--- src/rtl/ad9361_capture_ctrl_if.sv ---
// AXI-stream style beat bundle shared by the serializer input and the
// consumer output of the AD9361 capture sequencer.
interface ad9361_capture_ctrl_if #(
    parameter int DATA_WIDTH = 96
);
    logic                  tvalid;
    logic                  tready;
    logic [DATA_WIDTH-1:0] tdata;
    logic                  tlast;

    // Producer side of a stream.
    modport master (
        output tvalid,
        output tdata,
        output tlast,
        input  tready
    );

    // Consumer side of a stream.
    modport slave (
        input  tvalid,
        input  tdata,
        input  tlast,
        output tready
    );
endinterface

--- src/rtl/ad9361_capture_ctrl.sv ---
// AD9361 capture sequencer: after start, discards a number of serializer
// beats, forwards a fixed-length burst with tlast on its final beat and then
// idles or re-arms. The ADC stream is never stalled, so beats that cannot be
// placed in the single output register during a capture are dropped and
// counted in a saturating overflow counter.
module ad9361_capture_ctrl #(
    parameter int DATA_WIDTH  = 96,
    parameter int COUNT_WIDTH = 16,
    parameter int OVF_WIDTH   = 16
) (
    input  logic                   clk,
    input  logic                   rst_n,
    input  logic [COUNT_WIDTH-1:0] cfg_length_i,
    input  logic [COUNT_WIDTH-1:0] cfg_skip_i,
    input  logic                   cfg_continuous_i,
    input  logic                   start_i,
    input  logic                   abort_i,
    ad9361_capture_ctrl_if.slave   s_axis,
    ad9361_capture_ctrl_if.master  m_axis,
    output logic                   busy_o,
    output logic                   done_o,
    output logic [OVF_WIDTH-1:0]   overflow_count_o
);

    typedef enum logic [1:0] {
        ST_IDLE    = 2'd0,
        ST_SKIP    = 2'd1,
        ST_CAPTURE = 2'd2,
        ST_DRAIN   = 2'd3
    } state_t;

    state_t                  state_q,   state_d;
    logic [COUNT_WIDTH-1:0]  len_q,     len_d;
    logic [COUNT_WIDTH-1:0]  skip_q,    skip_d;
    logic [COUNT_WIDTH-1:0]  idx_q,     idx_d;
    logic                    cont_q,    cont_d;
    logic                    aborted_q, aborted_d;
    logic                    m_valid_q, m_valid_d;
    logic [DATA_WIDTH-1:0]   m_data_q,  m_data_d;
    logic                    m_last_q,  m_last_d;
    logic                    done_q,    done_d;
    logic [OVF_WIDTH-1:0]    ovf_q,     ovf_d;
    logic                    tready_q;

    logic                    s_beat;
    logic                    drain;
    logic                    out_free;
    logic [COUNT_WIDTH-1:0]  last_idx;
    logic                    take;
    logic [COUNT_WIDTH-1:0]  take_idx;

    // The serializer's own tlast carries no meaning here.
    logic unused_s_tlast;
    assign unused_s_tlast = s_axis.tlast;

    // A beat exists whenever the serializer presents one; we are always ready.
    assign s_beat   = s_axis.tvalid & tready_q;
    assign drain    = m_valid_q & m_axis.tready;
    assign out_free = ~m_valid_q | drain;
    // Length 0 wraps naturally to all-ones, giving a 2^COUNT_WIDTH burst.
    assign last_idx = len_q - 1'b1;

    // Ready rises on the first clock after reset release and stays high.
    always_ff @(posedge clk or negedge rst_n) begin
        if (!rst_n) begin
            tready_q <= 1'b0;
        end else begin
            tready_q <= 1'b1;
        end
    end

    // State, counters and output register update.
    always_ff @(posedge clk or negedge rst_n) begin
        if (!rst_n) begin
            state_q   <= ST_IDLE;
            len_q     <= '0;
            skip_q    <= '0;
            idx_q     <= '0;
            cont_q    <= 1'b0;
            aborted_q <= 1'b0;
            m_valid_q <= 1'b0;
            m_data_q  <= '0;
            m_last_q  <= 1'b0;
            done_q    <= 1'b0;
            ovf_q     <= '0;
        end else begin
            state_q   <= state_d;
            len_q     <= len_d;
            skip_q    <= skip_d;
            idx_q     <= idx_d;
            cont_q    <= cont_d;
            aborted_q <= aborted_d;
            m_valid_q <= m_valid_d;
            m_data_q  <= m_data_d;
            m_last_q  <= m_last_d;
            done_q    <= done_d;
            ovf_q     <= ovf_d;
        end
    end

    // Next-state, beat-take and overflow decisions.
    always_comb begin
        state_d   = state_q;
        len_d     = len_q;
        skip_d    = skip_q;
        idx_d     = idx_q;
        cont_d    = cont_q;
        aborted_d = aborted_q;
        m_valid_d = m_valid_q;
        m_data_d  = m_data_q;
        m_last_d  = m_last_q;
        done_d    = 1'b0;
        ovf_d     = ovf_q;
        take      = 1'b0;
        take_idx  = idx_q;

        // An accepted beat empties the output register; new data may refill it below.
        if (drain) begin
            m_valid_d = 1'b0;
            m_last_d  = 1'b0;
        end

        if (abort_i) begin
            // Abort beats start; any held beat is still delivered, but without done.
            cont_d = 1'b0;
            if (out_free) begin
                state_d   = ST_IDLE;
                aborted_d = 1'b0;
            end else begin
                state_d   = ST_DRAIN;
                aborted_d = 1'b1;
            end
        end else begin
            case (state_q)
                ST_IDLE: begin
                    if (start_i) begin
                        len_d     = cfg_length_i;
                        cont_d    = cfg_continuous_i;
                        skip_d    = cfg_skip_i;
                        idx_d     = '0;
                        ovf_d     = '0;
                        aborted_d = 1'b0;
                        state_d   = (cfg_skip_i == '0) ? ST_CAPTURE : ST_SKIP;
                    end
                end
                ST_SKIP: begin
                    if (s_beat) begin
                        if (skip_q == COUNT_WIDTH'(1)) begin
                            state_d = ST_CAPTURE;
                            idx_d   = '0;
                        end else begin
                            skip_d = skip_q - 1'b1;
                        end
                    end
                end
                ST_CAPTURE: begin
                    if (s_beat) begin
                        if (out_free) begin
                            take = 1'b1;
                        end else if (ovf_q != '1) begin
                            ovf_d = ovf_q + 1'b1;
                        end
                    end
                end
                ST_DRAIN: begin
                    if (drain) begin
                        if (aborted_q) begin
                            state_d   = ST_IDLE;
                            aborted_d = 1'b0;
                        end else begin
                            done_d = 1'b1;
                            if (cont_q) begin
                                // Re-arm without a gap: a beat on this cycle opens the next burst.
                                state_d  = ST_CAPTURE;
                                idx_d    = '0;
                                take_idx = '0;
                                take     = s_beat;
                            end else begin
                                state_d = ST_IDLE;
                            end
                        end
                    end
                end
                default: state_d = ST_IDLE;
            endcase

            if (take) begin
                m_valid_d = 1'b1;
                m_data_d  = s_axis.tdata;
                m_last_d  = (take_idx == last_idx);
                idx_d     = take_idx + 1'b1;
                state_d   = (take_idx == last_idx) ? ST_DRAIN : ST_CAPTURE;
            end
        end
    end

    assign s_axis.tready    = tready_q;
    assign m_axis.tvalid    = m_valid_q;
    assign m_axis.tdata     = m_data_q;
    assign m_axis.tlast     = m_last_q;
    assign busy_o           = (state_q != ST_IDLE);
    assign done_o           = done_q;
    assign overflow_count_o = ovf_q;

endmodule

--- src/flat_wrapper.sv ---
// flat-port wrapper written by rule: the top's interface ports become plain ports
module ad9361_capture_ctrl_flat 
#(
    parameter int DATA_WIDTH  = 96,
    parameter int COUNT_WIDTH = 16,
    parameter int OVF_WIDTH   = 16
)
  (clk, rst_n, cfg_length_i, cfg_skip_i, cfg_continuous_i, start_i, abort_i, busy_o, done_o, overflow_count_o, s_axis_tvalid, s_axis_tdata, s_axis_tlast, s_axis_tready, m_axis_tvalid, m_axis_tdata, m_axis_tlast, m_axis_tready);
  ad9361_capture_ctrl_if #(.DATA_WIDTH(DATA_WIDTH)) s_axis_i ();
  ad9361_capture_ctrl_if #(.DATA_WIDTH(DATA_WIDTH)) m_axis_i ();
  input  logic clk;
  input  logic rst_n;
  input  logic [COUNT_WIDTH-1:0] cfg_length_i;
  input  logic [COUNT_WIDTH-1:0] cfg_skip_i;
  input  logic cfg_continuous_i;
  input  logic start_i;
  input  logic abort_i;
  output logic busy_o;
  output logic done_o;
  output logic [OVF_WIDTH-1:0] overflow_count_o;
  input wire logic [$bits(s_axis_i.tvalid)-1:0] s_axis_tvalid;
  input wire logic [$bits(s_axis_i.tdata)-1:0] s_axis_tdata;
  input wire logic [$bits(s_axis_i.tlast)-1:0] s_axis_tlast;
  output wire logic [$bits(s_axis_i.tready)-1:0] s_axis_tready;
  output wire logic [$bits(m_axis_i.tvalid)-1:0] m_axis_tvalid;
  output wire logic [$bits(m_axis_i.tdata)-1:0] m_axis_tdata;
  output wire logic [$bits(m_axis_i.tlast)-1:0] m_axis_tlast;
  input wire logic [$bits(m_axis_i.tready)-1:0] m_axis_tready;
  assign s_axis_i.tvalid = s_axis_tvalid;
  assign s_axis_i.tdata = s_axis_tdata;
  assign s_axis_i.tlast = s_axis_tlast;
  assign s_axis_tready = s_axis_i.tready;
  assign m_axis_tvalid = m_axis_i.tvalid;
  assign m_axis_tdata = m_axis_i.tdata;
  assign m_axis_tlast = m_axis_i.tlast;
  assign m_axis_i.tready = m_axis_tready;
  ad9361_capture_ctrl #(.DATA_WIDTH(DATA_WIDTH), .COUNT_WIDTH(COUNT_WIDTH), .OVF_WIDTH(OVF_WIDTH)) u_core (.clk(clk), .rst_n(rst_n), .cfg_length_i(cfg_length_i), .cfg_skip_i(cfg_skip_i), .cfg_continuous_i(cfg_continuous_i), .start_i(start_i), .abort_i(abort_i), .s_axis(s_axis_i), .m_axis(m_axis_i), .busy_o(busy_o), .done_o(done_o), .overflow_count_o(overflow_count_o));
endmodule
--- config.mk ---
export PLATFORM = sky130hd
export DESIGN_NAME = ad9361_capture_ctrl_flat
export DESIGN_NICKNAME = d
export VERILOG_FILES = /design/src/rtl/ad9361_capture_ctrl_if.sv /design/src/rtl/ad9361_capture_ctrl.sv /design/src/flat_wrapper.sv
export SDC_FILE = /design/constraint.sdc
export NUM_CORES = 1
export LEC_CHECK = 0
export ABC_AREA = 1
export CAP_MARGIN = 0
export CORE_UTILIZATION = 43
export CTS_CLUSTER_SIZE = 24
export DETAILED_ROUTE_END_ITERATION = 7
export GPL_ROUTABILITY_DRIVEN = 0
export MAX_ROUTING_LAYER = met4
export PLACE_DENSITY_LB_ADDON = 0.25
export SYNTH_ARGS = -nofsm -noshare
export SYNTH_HDL_FRONTEND = slang
export SYNTH_SLANG_ARGS = --single-unit
--- constraint.sdc ---
create_clock -name clk -period 2 [get_ports clk]
set_clock_uncertainty 0.05 [all_clocks]
set_input_delay 0.3 -clock clk [delete_from_list [all_inputs] [get_ports clk]]
set_output_delay 0.3 -clock clk [all_outputs]
set_load 0.02 [all_outputs]
Yosys cells after proc, flatten, opt, wreduce, memory -nomap -nowiden. Cells that the tools add are included.

Bitwise operators: 5. Muxes and demuxes: 55. Equality and inequality tests: 21. Magnitude comparators: 0. $add $sub $neg: 4. Div/mod/pow operators: 0. Shifts and indexed selects: 0. Reduce and logical (&&, ||, !) cells: 18. Multipliers: 0.

Operator list (count): $mux 16 (15); $pmux 16 s2 (2); $pmux 16 s3 (1); $add 16x1->16 const B (2); $sub 16x1->16 const B (2); $mux 1 (24); $mux 2 (10); $eq 16x1->1 const B (1); $eq 16x16->1 (1); $logic_not 16->1 (1); $ne 16x16->1 const B (1); $reduce_and 5->1 (3); $ne 4x2->1 const B (3); $reduce_bool 2->1 (5); $ne 2x1->1 const B (3); $ne 2x2->1 const B (3); $ne 3x1->1 const B (2); $ne 3x2->1 const B (2); $pmux 2 s3 (1); $reduce_and 3->1 (2); $reduce_and 6->1 (1); $reduce_bool 5->1 (1); $eq 2x2->1 const B (2); $ne 4x3->1 const B (1); other kinds (10) (14).

Bits in registers: 168. Word-level logic and storage cells: 115. Bits of input ports: 136. Output and inout bits: 117. Memories kept: 0. Memory bits (read-only): 0. Bits in writable memories: 0. Latch bits: 0.

Logic depth before layout (Yosys ltp). Gate-level depths: netlist of the first run.

Depth in word-level cells: 9. Mapped depth: 14.

Least setup slack after synthesis of the first run. Ideal clock, no wire load.

Path type: register to register. Start point: register u_core.m_valid_q, in the netlist u_core.m_axis.tvalid. End point: register u_core.idx_q[12]. Slack: -0.165 ns. Data arrival time: 1.989 ns. Stages on the path, launching flop included: 15. Setup time: 0.126 ns. Cells stage by stage: dfrtp_1 nand2_1 nor2_4 nand2_2 buf_6 nand2_1 inv_1 ha_1 nand4_1 nor2_1 nand2_1 nor2_1 nand3_1 o21ai_0 o21ai_0.

Word-level cells in the longest chain between the ends: 8. Elaborated cells between the ends (all ways): 19. Those cells by class: add/sub: 1; eq/ne: 3; mux: 10; bitwise: 3; reduce/logical: 2.

RTL lines: start, declared (line ad9361_capture_ctrl.sv:38) `logic m_valid_q, m_valid_d;`; start signal, assigned (line ad9361_capture_ctrl.sv:93) `m_valid_q <= m_valid_d;`; parallel branches: the longest is 8 deep, another holds $add 16x1->16; end signal, assigned (line ad9361_capture_ctrl.sv:90) `idx_q <= idx_d;`; end, declared (line ad9361_capture_ctrl.sv:35) `logic [COUNT_WIDTH-1:0] idx_q, idx_d;`.

Several ways; the timed one is not identified. The select of a mux whose other input is x is not followed. A chain may end at the register's enable or synchronous reset.

Worst setup path after layout of the first run.
Start point: register u_core.m_valid_q, in the netlist u_core.m_axis.tvalid. End point: register u_core.idx_q[14].

The elaborated chain is that of the path after synthesis.

==> results of run 1 <==
==> through the flow <==
stage          util, %  area [µm²]
6_report          68.7       13000
5_1_grt           68.7       13000
4_1_cts           67.2       12700
3_5_place_dp      64.0       12100
3_3_place_gp      64.0       12100
2_1_floorplan        -        8390
==> critical path, stage by stage, from the launching register on <==
cell     delay (ns)
dfrtp_2        0.43
nand2_4        0.08
nor2_4         0.05
nand2_4        0.09
buf_6          0.11
nand2_4        0.04
inv_2          0.06
ha_4           0.12
nand4_1        0.12
nor2_2         0.15
buf_4          0.13
nand4_1        0.15
xnor2_2        0.19
nand3_1        0.08
nand2_1        0.05
==> synthesized netlist by cell type, drive strengths merged, types with 5 or more instances <==
cell | instances | area [µm²]
a21oi | 17 | 88.8
buf | 26 | 144
clkbuf | 10 | 37.5
dfrtp | 168 | 4200
ha | 5 | 62.6
inv | 93 | 349
nand2 | 499 | 1900
nand3 | 56 | 280
nand4 | 15 | 93.8
nor2 | 93 | 367
nor3 | 10 | 55.1
nor4 | 6 | 37.5
o21ai | 66 | 330
o22ai | 7 | 43.8
o31ai | 10 | 75.1
xnor2 | 5 | 43.8
xor2 | 17 | 149
==> worst max-delay path by stage <==
stage	start	to	slack, ns
global route	u_core.state_q[1]	u_core.idx_q[14]	-0.13
detailed placement	m_axis_tready	u_core.idx_q[12]	-0.45
CTS	u_core.len_q[1]	u_core.m_axis.tlast	0.002
global placement	m_axis_tready	u_core.idx_q[12]	-0.36
floorplan	u_core.m_axis.tvalid	u_core.idx_q[12]	-0.008
finish	u_core.m_axis.tvalid	u_core.idx_q[14]	-0.02
==> cells by family (layout without fill, tap and decap cells) <==
group / count (synthesis) / after routing / synth area share (%)
AND/OR/NAND/NOR: 682 / 682 / 33.0
flip-flops: 168 / 168 / 50.3
buffers and inverters: 130 / 503 / 6.40
AO/OA/AOI/OAI: 108 / 108 / 7.20
XOR/XNOR: 22 / 22 / 2.31
adder cells (fa/ha/maj): 5 / 5 / 0.749
other: 1 / 1 / 0.0449
==> registers in the layout, summed over array words and instances (netlist names) <==
register / flops
u_core.m_axis.tdata: 96
u_core.idx_q: 16
u_core.len_q: 16
u_core.overflow_count_o: 16
u_core.skip_q: 16
u_core.state_q: 2
u_core.aborted_q: 1
u_core.cont_q: 1
u_core.done_o: 1
u_core.m_axis.tlast: 1
u_core.m_axis.tvalid: 1
u_core.s_axis.tready: 1
==> cell type report <==
cell class	instances	area (µm²)	area share (%)
well taps	260	325	2.51
clock inverters	14	150	1.16
clock buffers	18	439	3.38
repair buffers	377	3650	28.1
flip-flops and latches	168	4210	32.4
multi-input cells	818	3850	29.7
inverters	94	353	2.72
==> metal layers <==
layer | vias to the layer above | track usage (%) | share of wire (%)
li1 | 4235 | - | -
met1 | 3958 | 31.6 | 42
met2 | 241 | 44.2 | 51
met3 | 24 | 4.79 | 5.2
met4 | 0 | 7.19 | 1.6
met5 | - | - | 0
==> power groups by stage <==
stage | logic [W] | clock network [W] | registers, W
after detailed placement | 0.00726 | 0 | 0.00537
final | 0.00760 | 0.00327 | 0.00538
after global routing | 0.00832 | 0.00350 | 0.00554
after CTS | 0.00731 | 0.00334 | 0.00536
after floorplan | 0.00267 | 0 | 0.00639
after global placement | 0.00711 | 0 | 0.00537
==> what timing repair did <==
item	CTS	global route
buffers inserted	0	4
gates resized for setup	5	66
hold endpoints to repair	32	0
hold buffers	1	0
cloned	0	2
pin swaps	5	11
setup endpoints to repair	5	45
==> results.md, run 1 <==
- Failing checks: negative setup slack
- Initial DRC Count: 503
- Clk_lat worst skew: 0.42 ns
- # IOs: 253
- Min Hold Slack: 0.300 ns
- Final period util: 101%
- Synth Flop Type: dfrtp_1
- Cell Pwr Density: ~1300 nW/µm²
- Clk slew on worst S/H paths: 0.07 ns
- Num CTS Buffers: 17
- Final setup vio count: 1
- Flop2flop setup slack: -0.02 ns
- # fillers: 1527
- First-pass GRT wire length: between 40000 and 50000 µm
- Htree depth: 4
- CTS root buf: clkbuf_16
- # placed instances: between 1500 and 2000
- Routed Antenna Nets: 0
- Die area: 20000 µm²
- Peak VDD IR: 0.000871 V
- Max Fclk: approximately 0.50 GHz
- Yosys Warn Count: 0
- Most frequent cells in the layout: 483 x nand2_1, 248 x clkdlybuf4s50_1, 167 x dfrtp_1
- Worst Setup Start Kind: register
- Pint: ~0.01 W
- Post-DP HPWL: between 15000 and 20000 µm
- Final Hold Fails: 0
- Reg2reg start: u_core.m_axis.tvalid
- Sequential fraction of the synthesis area: 50.3%
- Clock Sinks: 168
- DR vias/cell: 4.84
- Final WL: 24700 µm
- Vias in the first global route: 8356
- Core Footprint: 18900 µm²
- DRC viols: 0
- Switch share: 40.2%
- Ys async rst share: 100%
- CTS max path bufs: 2
- Design Power: roughly 0.016 W
- Syn_nets: 1257
- Setup slack after layout: -0.0170 ns
- Place WS: -0.454 ns
- NetSw: 0.00654 W
- Clk pwr share: 20.1%
- Run status: complete, but fails checks
- Number of synthesized register bits: 168
- Crit path kind: reg2reg
- Nets: 1617
- DR WL/cell: 14.1 µm
- Max_cap viols: 0
- Vias: 8458
- Synthesized area: about 8400 µm²
- Post-Syn Instances: 1116
- Post-route setup TNS: -0.0170 ns
- Syn_area_per_cell: 7.49 µm²
- Critical path required time: approximately 2.3 ns
- RSZ-0062 raised after global routing: yes
- Initial Utilization: 44.2%
- ANT cells: 0
- Sequential Power Share: 33.1%
- Gr usage total: 25.9%
- Drt first pass iters: 5
- Die Ht: 141 µm
- Largest net degree at the start of global routing: 58
- Count of flip-flops with a built-in enable after synthesis: 0
- Worst Path Max Fanout: 6
- CP arrival: 2.27 ns
- R2r endpoint: u_core.idx_q[14]
- Max-slew violations: 0
- HP Class: in2async
- R2r worst-path depth: 14
- Initial antenna violation count: 0
- Share of cells above drive strength 1: 15.2%
- IO buf count: ~250
- Leakage: roughly 6.3 nW
- Unique masters post-synth: 39
- Global route total overflow: 0
- Minimum clock period: roughly 2 ns
- Comb pwr share: 46.8%
- CP endpoint kind: register
- FP Rows: 50
- Commonest non-fill, non-tap cell in the layout: nand2_1
- Non-Filler Instances: 1749
- Area growth, synth to finish: 55.4%
- CTS tree: built
- Die width: roughly 140 µm
No activity file was read; power rests on OpenSTA's default activity.
==> inputs of run 2 (changes only) <==
REMOVE_ABC_BUFFERS = 1   (was default)
==> results.md, run 2 (synthesized netlist as in run 1, its figures left out) <==
- Global route total overflow: 0 (unchanged)
- Gr usage total: 27.0% (+1.1 points)
- CTS max path bufs: 2 (unchanged)
- Most frequent cells in the layout: 481 x nand2_1, 249 x clkdlybuf4s50_1, 168 x dfrtp_1
- Commonest non-fill, non-tap cell in the layout: nand2_1
- CP endpoint kind: register
- Worst Path Max Fanout: 2 (-4)
- Minimum clock period: 1.94 ns (-0.0788 ns)
- Max_cap viols: 0 (unchanged)
- Leakage: 6.22 nW (-1.7%)
- Routed Antenna Nets: 0 (unchanged)
- Clock Sinks: 168 (unchanged)
- Post-Place Cell Area: 12000 µm² (-1.1%)
- R2r worst-path depth: 11 (-3)
- Multi-input gate area in the final layout: 3810 µm² (-1.0%)
- CP arrival: 2.26 ns (about the same)
- Run status: finished clean
- Die Ht: 141 µm (unchanged)
- Final Hold Fails: 0 (unchanged)
- Initial Utilization: 44.2% (unchanged)
- Met3 Use GR: 7.59% (+2.8 points)
- HP Class: in2async
- Area growth, synth to finish: 53.7%
- Vias: 8502 (+0.52%)
- Clk_lat worst skew: 0.44 ns (+0.02 ns)
- Reg2reg start: u_core.len_q[0]
- DR WL/cell: 14.8 µm (+4.8%)
- Critical path required time: 2.32 ns (+0.06 ns)
- # fillers: 1540 (+0.85%)
- CTS tree: built
- Final period util: 96.9% (-3.9 points)
- Nets: 1604 (-0.80%)
- Vias in the first global route: 8417 (+0.73%)
- Crit path kind: reg2reg
- RSZ-0062 raised after global routing: yes
- GRT busiest layer: met2
- # IOs: 253 (unchanged)
- Max Fclk: 0.516 GHz (+4.1%)
- Final setup vio count: 0 (-1)
- DRC viols: 0 (unchanged)
- Largest net degree at the start of global routing: 47 (-19%)
- Met1 Use GR: 31.0% (-0.56 points)
- Cell area after layout: 12800 µm² (-1.0%)
- Final WL: 25700 µm (+4.0%)
- Crit path to: u_core.state_q[0]
- GR Util met2: 46.4% (+2.2 points)
- CTS root buf: clkbuf_16
- Sequential cell area: 4200 µm² (about the same)
- CP Launch Point: u_core.len_q[0]
- Num CTS Buffers: 17 (unchanged)
- Htree depth: 4 (unchanged)
- Die width: 141 µm (unchanged)
- Post-DP HPWL: 18700 µm (+3.2%)
- Min Hold Slack: 0.303 ns (+0.00269 ns)
- Peak VDD IR: 0.000800 V (-8.2%)
- IO buf count: 251 (unchanged)
- Die area: 20000 µm² (unchanged)
- Initial antenna violation count: 0 (unchanged)
- Largest register FFs: 96 (unchanged)
- Clk slew on worst S/H paths: 0.07 ns (about the same)
- First-pass GRT wire length: 41100 µm (+2.6%)
- ANT cells: 0 (unchanged)
- Initial DRC Count: 465 (-7.6%)
- Share of cells above drive strength 1: 14.4% (-0.75 points)
- Flop2flop setup slack: 0.06 ns (+0.08 ns)
- R2r endpoint: u_core.state_q[0]
- Worst Setup Start Kind: register
- FP Rows: 50 (unchanged)
- Cell Pwr Density: 1250 nW/µm² (about the same)
- Core Footprint: 18900 µm² (unchanged)
- DR vias/cell: 4.90 (+1.3%)
- Max-slew violations: 0 (unchanged)
- Drt first pass iters: 5 (unchanged)
[run 2: cell types whose count changed in the layout (fill, tap and decap cells not counted), sizes merged]
cell           delta
clkdlybuf4s50     +1
dlymetal6s2s      -1
clkbuf            +1
dlygate4sd2       -1
clkinv            -1
inv               +1
buf              -13
[run 2: timing repair]
item / in CTS / in global routing
gates cloned: 0 / 2
pin swaps: 2 / 11
endpoints found under the hold margin: 42 / 0
resized for setup: 6 / 72
setup buffers: 0 / 5
hold buffers: 1 / 0
endpoints found under the setup margin: 5 / 137
[run 2: cell type report]
class / count / area share, %
inverter: 94 / 2.77
sequential: 168 / 32.7
timing repair buffer: 364 / 27.8
tap: 260 / 2.53
multi-input combinational: 818 / 29.7
clock inverter: 14 / 1.15
clock buffer: 18 / 3.34
[run 2: worst min path at each step]
| stage | cells past startpoint | end | start | slack, ns |
|---|---|---|---|---|
| after floorplan | 0 | u_core.aborted_q | rst_n | -0.05 |
| after global placement | 1 | u_core.skip_q[6] | rst_n | 0.22 |
| after detailed placement | 1 | u_core.skip_q[6] | rst_n | 0.22 |
| after CTS | 2 | u_core.skip_q[6] | rst_n | 0.32 |
| after global routing | 3 | u_core.m_axis.tdata[33] | s_axis_tdata[33] | 0.34 |
| final | 2 | u_core.skip_q[6] | rst_n | 0.30 |
[run 2: routing by layer]
metal | vias up | share of wire (%)
li1 | 4206 | -
met1 | 4002 | 40
met2 | 259 | 51
met3 | 35 | 7.3
met4 | 0 | 1.5
met5 | - | 0
[run 2: report_power, final]
| group | leakage (nW) | internal, W | switching (W) |
|---|---|---|---|
| clock network | 0.277 | 0.00167 | 0.00159 |
| registers | 2.19 | 0.00459 | 0.000829 |
| logic | 3.75 | 0.00327 | 0.00414 |
[run 2: worst max-delay path, cell delays in order, from the launching register on]
cell and delay, ns:
dfrtp_1 0.38, inv_2 0.06, ha_4 0.17, buf_4 0.13
xor2_1 0.20, nand3b_1 0.17, nand2_1 0.09, a21oi_2 0.15
nand3_1 0.12, nor2_2 0.14, nand2_2 0.09, a21oi_2 0.13
[run 2: per-stage QoR]
stage	TNS, ns	setup slack [ns]	utilization (%)	cells	power (W)
after floorplan	-254.45	-2.39	-	1080	0.00897
after global placement	-28.93	-0.300	63.3	1696	0.0124
final	0	0.0618	68.0	1736	0.0161
after CTS	-0.0160	-0.0112	66.5	1729	0.0159
after detailed placement	-30.38	-0.354	63.3	1696	0.0125
after global routing	-0.387	-0.0917	68.0	1736	0.0172
